### config.mk
export PLATFORM = sky130hd
export DESIGN_NAME = pc_sequencer
export DESIGN_NICKNAME = d
export VERILOG_FILES = /design/src/rtl/pc_pkg.sv /design/src/rtl/pc_align_check.sv /design/src/rtl/pc_sequencer.sv
export SDC_FILE = /design/constraint.sdc
export NUM_CORES = 1
export LEC_CHECK = 0
export CAP_MARGIN = 20
export CORE_MARGIN = 2
export CORE_UTILIZATION = 44
export CTS_CLUSTER_SIZE = 28
export DETAILED_ROUTE_END_ITERATION = 8
export GPL_TIMING_DRIVEN = 0
export PLACE_DENSITY = 0.81
export REMOVE_ABC_BUFFERS = 1
export SLEW_MARGIN = 10
export SYNTH_ARGS = -nofsm -noshare
export SYNTH_HDL_FRONTEND = slang
export SYNTH_SLANG_ARGS = --single-unit
### constraint.sdc
create_clock -name clk -period 5.37 [get_ports clk]
set_input_delay 1.074 -clock clk [delete_from_list [all_inputs] [get_ports clk]]
set_output_delay 1.074 -clock clk [all_outputs]
set_load 0.05 [all_outputs]
### src/rtl/pc_pkg.sv
`default_nettype none
// ============================================================================
//  Module      : pc_pkg
//  Description : Shared definitions for the program-counter sequencer:
//                sequencer state encoding, instruction step sizes and the
//                default reset PC.
//  Revision    : 1.0 - initial release
// ============================================================================
package pc_pkg;

    // Sequencer states. Values are fixed so the encoding is stable across
    // tools and readable in waveforms.
    typedef enum logic [1:0] {
        BOOT      = 2'd0,
        RUN       = 2'd1,
        WAIT_TRAP = 2'd2
    } pc_state_e;

    // Byte distance to the next sequential instruction.
    localparam int unsigned INSN_STEP  = 4;
    localparam int unsigned CINSN_STEP = 2;

    // Default boot address; instances truncate it to their own XLEN.
    localparam logic [63:0] DEFAULT_RESET_PC = 64'h0000_0000_0040_0000;

endpackage : pc_pkg
`default_nettype wire

### src/rtl/pc_align_check.sv
`default_nettype none
// ============================================================================
//  Module      : pc_align_check
//  Description : Combinational alignment checker for control-flow targets.
//                Reports whether a target satisfies instruction alignment and
//                produces the same address with its alignment bits cleared.
//
//  Ports       : target          in  XLEN  address to check
//                compressed_mode in  1     1: 2-byte alignment, 0: 4-byte
//                aligned         out 1     target already satisfies alignment
//                aligned_addr    out XLEN  target with alignment bits forced 0
//
//  Revision    : 1.0 - initial release
// ============================================================================
module pc_align_check
    import pc_pkg::*;
#(
    parameter int XLEN = 64
) (
    input  logic [XLEN-1:0] target,
    input  logic            compressed_mode,
    output logic            aligned,
    output logic [XLEN-1:0] aligned_addr
);

    // Bit 1 survives only when 2-byte instructions are legal.
    logic w_keep_bit1;

    assign w_keep_bit1  = compressed_mode & target[1];
    assign aligned      = compressed_mode ? ~target[0] : ~(|target[1:0]);
    assign aligned_addr = {target[XLEN-1:2], w_keep_bit1, 1'b0};

endmodule : pc_align_check
`default_nettype wire

### src/rtl/pc_sequencer.sv
`default_nettype none
// ============================================================================
//  Module      : pc_sequencer
//  Description : Fetch program-counter sequencer. Holds the fetch PC, steps it
//                under a valid/ready handshake with fetch, and applies trap
//                vectors and branch/jump redirects with fixed priority
//                (trap > redirect > sequential step > stall). A misaligned
//                redirect raises a one-cycle exception pulse and parks the
//                sequencer until the trap handler vector arrives.
//
//  Build option: define SIMPLE_PC_COMPRESSED_EN to add the is_compressed
//                input (2-byte step) and relax alignment to 2 bytes.
//
//  Ports       : clk             in  1     core clock, rising edge
//                rst             in  1     synchronous reset, active low
//                fetch_ready     in  1     fetch accepts pc this cycle
//                is_compressed   in  1     current fetch is 2 bytes (option)
//                pc_valid        out 1     pc is a valid fetch address
//                pc              out XLEN  current fetch PC (registered)
//                pc_plus_step    out XLEN  pc + step, link value
//                redirect_valid  in  1     taken branch/jump this cycle
//                redirect_target in  XLEN  branch/jump target
//                trap_valid      in  1     trap or return this cycle
//                trap_vector     in  XLEN  handler or EPC address
//                misalign_exc    out 1     pulse: redirect target misaligned
//                misalign_addr   out XLEN  offending target, held
//
//  Revision    : 1.0 - initial release
// ============================================================================
module pc_sequencer
    import pc_pkg::*;
#(
    parameter int          XLEN     = 64,
    parameter logic [63:0] RESET_PC = DEFAULT_RESET_PC
) (
    input  logic            clk,
    input  logic            rst,
    input  logic            fetch_ready,
`ifdef SIMPLE_PC_COMPRESSED_EN
    input  logic            is_compressed,
`endif
    output logic            pc_valid,
    output logic [XLEN-1:0] pc,
    output logic [XLEN-1:0] pc_plus_step,
    input  logic            redirect_valid,
    input  logic [XLEN-1:0] redirect_target,
    input  logic            trap_valid,
    input  logic [XLEN-1:0] trap_vector,
    output logic            misalign_exc,
    output logic [XLEN-1:0] misalign_addr
);

    localparam logic [XLEN-1:0] c_reset_pc = XLEN'(RESET_PC);

    // ------------------------------------------------------------------
    // Build-dependent step size and alignment mode
    // ------------------------------------------------------------------
    logic [XLEN-1:0] w_step;
    logic            w_compressed_mode;

`ifdef SIMPLE_PC_COMPRESSED_EN
    assign w_step            = is_compressed ? XLEN'(CINSN_STEP) : XLEN'(INSN_STEP);
    assign w_compressed_mode = 1'b1;
`else
    assign w_step            = XLEN'(INSN_STEP);
    assign w_compressed_mode = 1'b0;
`endif

    // ------------------------------------------------------------------
    // Registered state
    // ------------------------------------------------------------------
    pc_state_e       r_state;
    logic [XLEN-1:0] r_pc;
    logic            r_misalign_exc;
    logic [XLEN-1:0] r_misalign_addr;

    pc_state_e       w_state_nxt;
    logic [XLEN-1:0] w_pc_nxt;
    logic            w_exc_nxt;
    logic [XLEN-1:0] w_addr_nxt;

    // ------------------------------------------------------------------
    // Shared alignment checker. Trap has priority over redirect, so the
    // trap vector is checked whenever a trap is present; a redirect that
    // loses to a trap is never examined.
    // ------------------------------------------------------------------
    logic [XLEN-1:0] w_chk_target;
    logic            w_chk_aligned;
    logic [XLEN-1:0] w_chk_addr;

    assign w_chk_target = trap_valid ? trap_vector : redirect_target;

    pc_align_check #(
        .XLEN            (XLEN)
    ) u_align_check (
        .target          (w_chk_target),
        .compressed_mode (w_compressed_mode),
        .aligned         (w_chk_aligned),
        .aligned_addr    (w_chk_addr)
    );

    // Link value wraps modulo 2^XLEN by construction of the adder width.
    assign pc_plus_step = r_pc + w_step;

    // ------------------------------------------------------------------
    // State register
    // ------------------------------------------------------------------
    always_ff @(posedge clk) begin
        if (!rst) begin
            r_state <= BOOT;
        end else begin
            r_state <= w_state_nxt;
        end
    end

    // ------------------------------------------------------------------
    // Next-state logic
    // ------------------------------------------------------------------
    always_comb begin
        w_state_nxt = r_state;
        case (r_state)
            BOOT: begin
                w_state_nxt = RUN;
            end
            RUN: begin
                if (!trap_valid && redirect_valid && !w_chk_aligned) begin
                    w_state_nxt = WAIT_TRAP;
                end
            end
            WAIT_TRAP: begin
                if (trap_valid) begin
                    w_state_nxt = RUN;
                end
            end
            default: begin
                w_state_nxt = BOOT;
            end
        endcase
    end

    // ------------------------------------------------------------------
    // Output logic
    // ------------------------------------------------------------------
    always_comb begin
        pc_valid = 1'b0;
        case (r_state)
            RUN:     pc_valid = 1'b1;
            default: pc_valid = 1'b0;
        endcase
    end

    // ------------------------------------------------------------------
    // PC / exception datapath next values
    // ------------------------------------------------------------------
    always_comb begin
        w_pc_nxt   = r_pc;
        w_exc_nxt  = 1'b0;          // exception is a single-cycle pulse
        w_addr_nxt = r_misalign_addr;
        case (r_state)
            BOOT, WAIT_TRAP: begin
                // Redirects and fetch handshakes are ignored here; only a
                // trap vector may move the PC.
                if (trap_valid) begin
                    w_pc_nxt = w_chk_addr;
                end
            end
            RUN: begin
                if (trap_valid) begin
                    w_pc_nxt = w_chk_addr;
                end else if (redirect_valid) begin
                    if (w_chk_aligned) begin
                        // Flush semantics: taken regardless of fetch_ready.
                        w_pc_nxt = w_chk_addr;
                    end else begin
                        w_exc_nxt  = 1'b1;
                        w_addr_nxt = redirect_target;
                    end
                end else if (fetch_ready) begin
                    w_pc_nxt = pc_plus_step;
                end
            end
            default: begin
                w_pc_nxt = r_pc;
            end
        endcase
    end

    always_ff @(posedge clk) begin
        if (!rst) begin
            r_pc            <= c_reset_pc;
            r_misalign_exc  <= 1'b0;
            r_misalign_addr <= '0;
        end else begin
            r_pc            <= w_pc_nxt;
            r_misalign_exc  <= w_exc_nxt;
            r_misalign_addr <= w_addr_nxt;
        end
    end

    assign pc            = r_pc;
    assign misalign_exc  = r_misalign_exc;
    assign misalign_addr = r_misalign_addr;

endmodule : pc_sequencer
`default_nettype wire

# == Word-level counts from Yosys, hierarchy flattened ==
# Index checks and enable logic that the tools add are counted.
# op_classes
add_sub_neg,1
n_eq_ne,7
mux,12
bitwise,4
n_reduce_logical,11
# ops
operator,n
two-way mux 64 bit,6
case mux 64 bit (2 select lines),1
adder 64 x 3 -> 64 bit (second input constant),1
!= test 4 bit (second input constant),2
AND reduction 4 bit,2
!= test 2 bit (second input constant),3
case mux 2 bit (3 select lines),1
two-way mux 2 bit,2
inverter 1 bit,4
OR reduction 2 bit,2
OR reduction 4 bit,1
equality test 2 x 1 -> 1 bit (second input constant),1
equality test 2 bit (second input constant),1
logical AND 1 bit,2
logical NOT 2 bit,1
two-way mux 1 bit,2
AND reduction 2 bit,1
nonzero test 2 bit,1
logical NOT 1 bit,1
# totals
ff_bits,131
word_cells,39

# == Logic depth before layout (Yosys ltp) ==
# logic_depth
depth_word,6
ltp_mapped,9
ltp_nobuf,7

# == Hierarchy ==
# Synthesis repeated with hierarchy kept, for this count alone.
# hier_totals
cells_unflattened,1156
area_unflattened_um2,8832.2
# by_module_without_submodules
mod,n_inst,cells_per_inst,area_per_inst_um2
pc_sequencer,1,1088,8328.0
pc_align_check,1,68,504.2

# == Least setup slack after synthesis ==
# Ideal clock, no wire load.
# synth_timing
kind,reg2out
startpoint,"register r_pc[2], in the netlist pc[2]"
endpoint,output port pc_plus_step[42]
arrival_time_ps,3160
setup_slack_ps,1136
path_stages_with_launch,8
n_path_buf,1
cell_sequence,dfxtp_1 > ha_1 > nand3_1 > clkbuf_1 > nor4_1 > nand3_1 > nor3_1 > xor2_1
# synth_between
elab_chain_cells,1
# synth_lines
item,line,rtl
start: declaration,pc_sequencer.sv:73,logic [XLEN-1:0] r_pc;
start signal: assignment,pc_sequencer.sv:190,r_pc <= c_reset_pc;
start signal: assignment,pc_sequencer.sv:194,r_pc <= w_pc_nxt;
adder 64 x 3 -> 64 bit,pc_sequencer.sv:103,assign pc_plus_step = r_pc + w_step;
end: declaration,pc_sequencer.sv:44,"output logic [XLEN-1:0] pc_plus_step,"
# No other way between the ends.

# == Worst setup path in the final report ==
# layout_timing
startpoint,"register r_pc[2], in the netlist pc[2]"
endpoint,output port pc_plus_step[59]
# Same word-level chain as after synthesis.

==> summary.md <==
| Metric | Value |
|---|---|
| Outcome | completed |
| Startpoint Class | flip-flop |
| Top cells by count, synth | 202 x nand2_1, 129 x dfxtp_1, 114 x a21oi_1, 73 x clkbuf_1, 61 x nor2_1 |
| CP required | between 4 and 5 ns |
| Detailed-route DRC error count | 0 |
| CP max stage delay | between 0.9 and 1 ns |
| Ys async rst share | 0 |
| Largest cells by area after synthesis | dfxtp_1 32%, nand2_1 9.4%, mux2i_1 7.4% |
| P_leak | approximately 4.4 nW |
| Post-Place Cell Area | ~11000 µm² |
| # diodes | 0 |
| Max Clk Rate | about 200 MHz |
| Synthesized area | between 8000 and 9000 µm² |
| Grt peak-use layer | met2 |
| DP Worst Slack | about 0.67 ns |
| Row cnt | just under 50 |
| Synth top area share | 0.319 |
| Tmin final | slightly above 5 ns |
| Min-delay worst type | reg -> reg |
| Synthesis Warnings | 0 |
| Period utilization | 0.944 |
| Synth Instances | roughly 1100 |
| NumNets Final | about 1500 |
| Vias | around 9400 |
| Critical Path End Type | output port |
| Critical path's slowest cell | or4_1 |
| Crit Path Class | reg -> out |
| IO buf count | 320 |
| GR Util met1 | 0.383 |
| CTS tree | built |
| IO Count | about 330 |
| Final Hold Vio Count | 0 |
| DR vias/cell | about 5.9 |
| Fin area | ~12000 µm² |
| Crit path DAT | approximately 4 ns |
| Clock skew | roughly 0.013 ns |
| First-pass GRT wire length | between 40 and 50 mm |
| Synth area leader | dfxtp_1 |
| TritonRoute pass-1 iters | 6 |
| Number of global-route vias before repair | between 8000 and 9000 |
| Slew @ Worst Pin | about 0.85 ns |
| Max_cap viols | 0 |
| Synth-to-Final Area Change | 50.2% |
| Avg Cell Area, Syn | 7.42 µm² |
| Synth cell types | 63 |
| WL final | ~31 mm |
| Htree depth | 4 |
| DIE AREA | ~20000 µm² |
| Grt met3 use | 0.0719 |
| Cell area power density | 281 nW/µm² |
| Num CTS Buffers | 17 |
| Die height | between 100 and 150 µm |
| Core region area | between 15000 and 20000 µm² |
| Slew Viols, Final | 0 |
| Die Wd | ~140 µm |
| Post-detail-place hpwl | roughly 22 mm |
| Largest net degree at the start of global routing | 76 |
| Initial Util | 0.449 |
| Initial antenna violation count | 0 |
| Global-route usage over all layers | 0.304 |
| Share of cells above drive strength 1 | 0.0607 |
| Peak VDD IR | roughly 0.00022 V |
| Worst-Skew Late Latency | between 0.4 and 0.5 ns |
| Unrepaired setup endpoints after global routing | no |
| Worst setup margin | 0.300 ns |
| CTS sink cnt | between 100 and 150 |
| # setup viols final | 0 |
| CP Cell Sequence | and4_1 > nand4_1 > or4_1 > nor3_1 > xor2_1 > clkdlybuf4s50_1 |
| Hold-fix buffers, CTS | 0 |
| CTS clk-pin slew, worst paths | 0.06 ns |
| RD Place Congestion | a little under 0.9 |
| Slew margin rel. | 0.429 |
| Primary FF master, synth | dfxtp_1 |
| CP Max Fanout | 12 |
| Count leader, synth | nand2_1 |
| Final ANT Viol Nets | 0 |
| Post-synth EDFFs | 0 |
| Drt wl/cell | 19.3 µm |
| Min Hold Slack | about 0.45 ns |
| Seq cells post-synth | around 130 |
| CTS Buffer Depth | 2 |
| Iter 0 DRT Violations | 836 |
| Final core utilization | 0.675 |
| Met2 usage | 0.496 |
| Root buf cell | clkbuf_16 |
| Register area share after synthesis | 0.319 |
| Total grt overflow | 0 |
flip-flops by register name (all words and copies together), names as in the netlist:
name,count
pc,62
misalign_exc,1
r_state,2
misalign_addr,64
final timing paths:
check                                 startpoint  slack, ns                        endpoint  cells past startpoint
setup / recovery              pc[2]$_SDFFE_PN0P_       0.30                pc_plus_step[59]                      6
hold / removal    misalign_addr[58]$_SDFFE_PN0P_       0.45  misalign_addr[58]$_SDFFE_PN0P_                      2
setup reg to reg              pc[2]$_SDFFE_PN0P_       2.22             pc[56]$_SDFFE_PN0P_                      7
hold reg to reg   misalign_addr[58]$_SDFFE_PN0P_       0.45  misalign_addr[58]$_SDFFE_PN0P_                      2
logic make-up after synthesis:
group | share of synthesized area
mux | 0.0853
compound gates | 0.181
buf+inv | 0.0571
flops | 0.319
simple gates | 0.291
other cells | 0.000463
xor+xnor | 0.0649
fa+ha+maj | 0.00154
power by group:
part | total (W) | leakage, nW | internal [W] | switching, W
sequential | 0.00111 | 1.05 | 0.00101 | 0.0000942
clock | 0.00135 | 0.320 | 0.000886 | 0.000468
combinational | 0.000957 | 3.02 | 0.000361 | 0.000596
final cells by class:
| type | count | area (µm²) |
|---|---|---|
| Sequential cell | 129 | 2580 |
| Fill cell | 1535 | 5860 |
| Timing Repair Buffer | 344 | 3450 |
| Multi-Input combinational cell | 853 | 5130 |
| Clock inverter | 12 | 230 |
| Inverter | 10 | 40.0 |
| Tap cell | 229 | 287 |
| Clock buffer | 19 | 443 |
worst max-delay path: cells and delay by family (launching register included):
family	cells	cell delay (ns)
xor+xnor	1	0.16
buf+inv	1	0.82
flops	1	0.51
simple gates	4	2.08
metal layers:
metal  up-vias  part of all wire
met5         -                 0
met4         0             0.037
met3        77             0.081
met2       481              0.47
met1      4400              0.41
li1       4460                 -
per-stage QoR:
| step | setup TNS, ns | total power (W) | instances |
|---|---|---|---|
| floorplan | -194.64 | 0.00166 | 992 |
| global placement | -1044.90 | 0.00207 | 1541 |
| detailed placement | 0 | 0.00207 | 1565 |
| CTS | 0 | 0.00342 | 1596 |
| global route | 0 | 0.00352 | 1596 |
| finish | 0 | 0.00342 | 1596 |
cells in the final DEF (no fill, tap or decap), drive strengths merged, types with 15 or more instances in the layout:
cell type,instances
a21oi,114
a31oi,15
and4,23
buf,24
clkbuf,19
clkdlybuf4s50,318
dfxtp,129
mux2i,60
nand2,202
nand3,41
nand4,29
nor2,61
nor3,43
nor4,29
o21ai,36
xnor2,31
xor2,29
timing repair:
| action | in CTS | in global routing |
|---|---|---|
| gates resized for setup | 0 | 3 |
| buffers inserted | 0 | 0 |
| endpoints found under the setup margin | 0 | 7 |
Power figures use the tool's default switching activity.
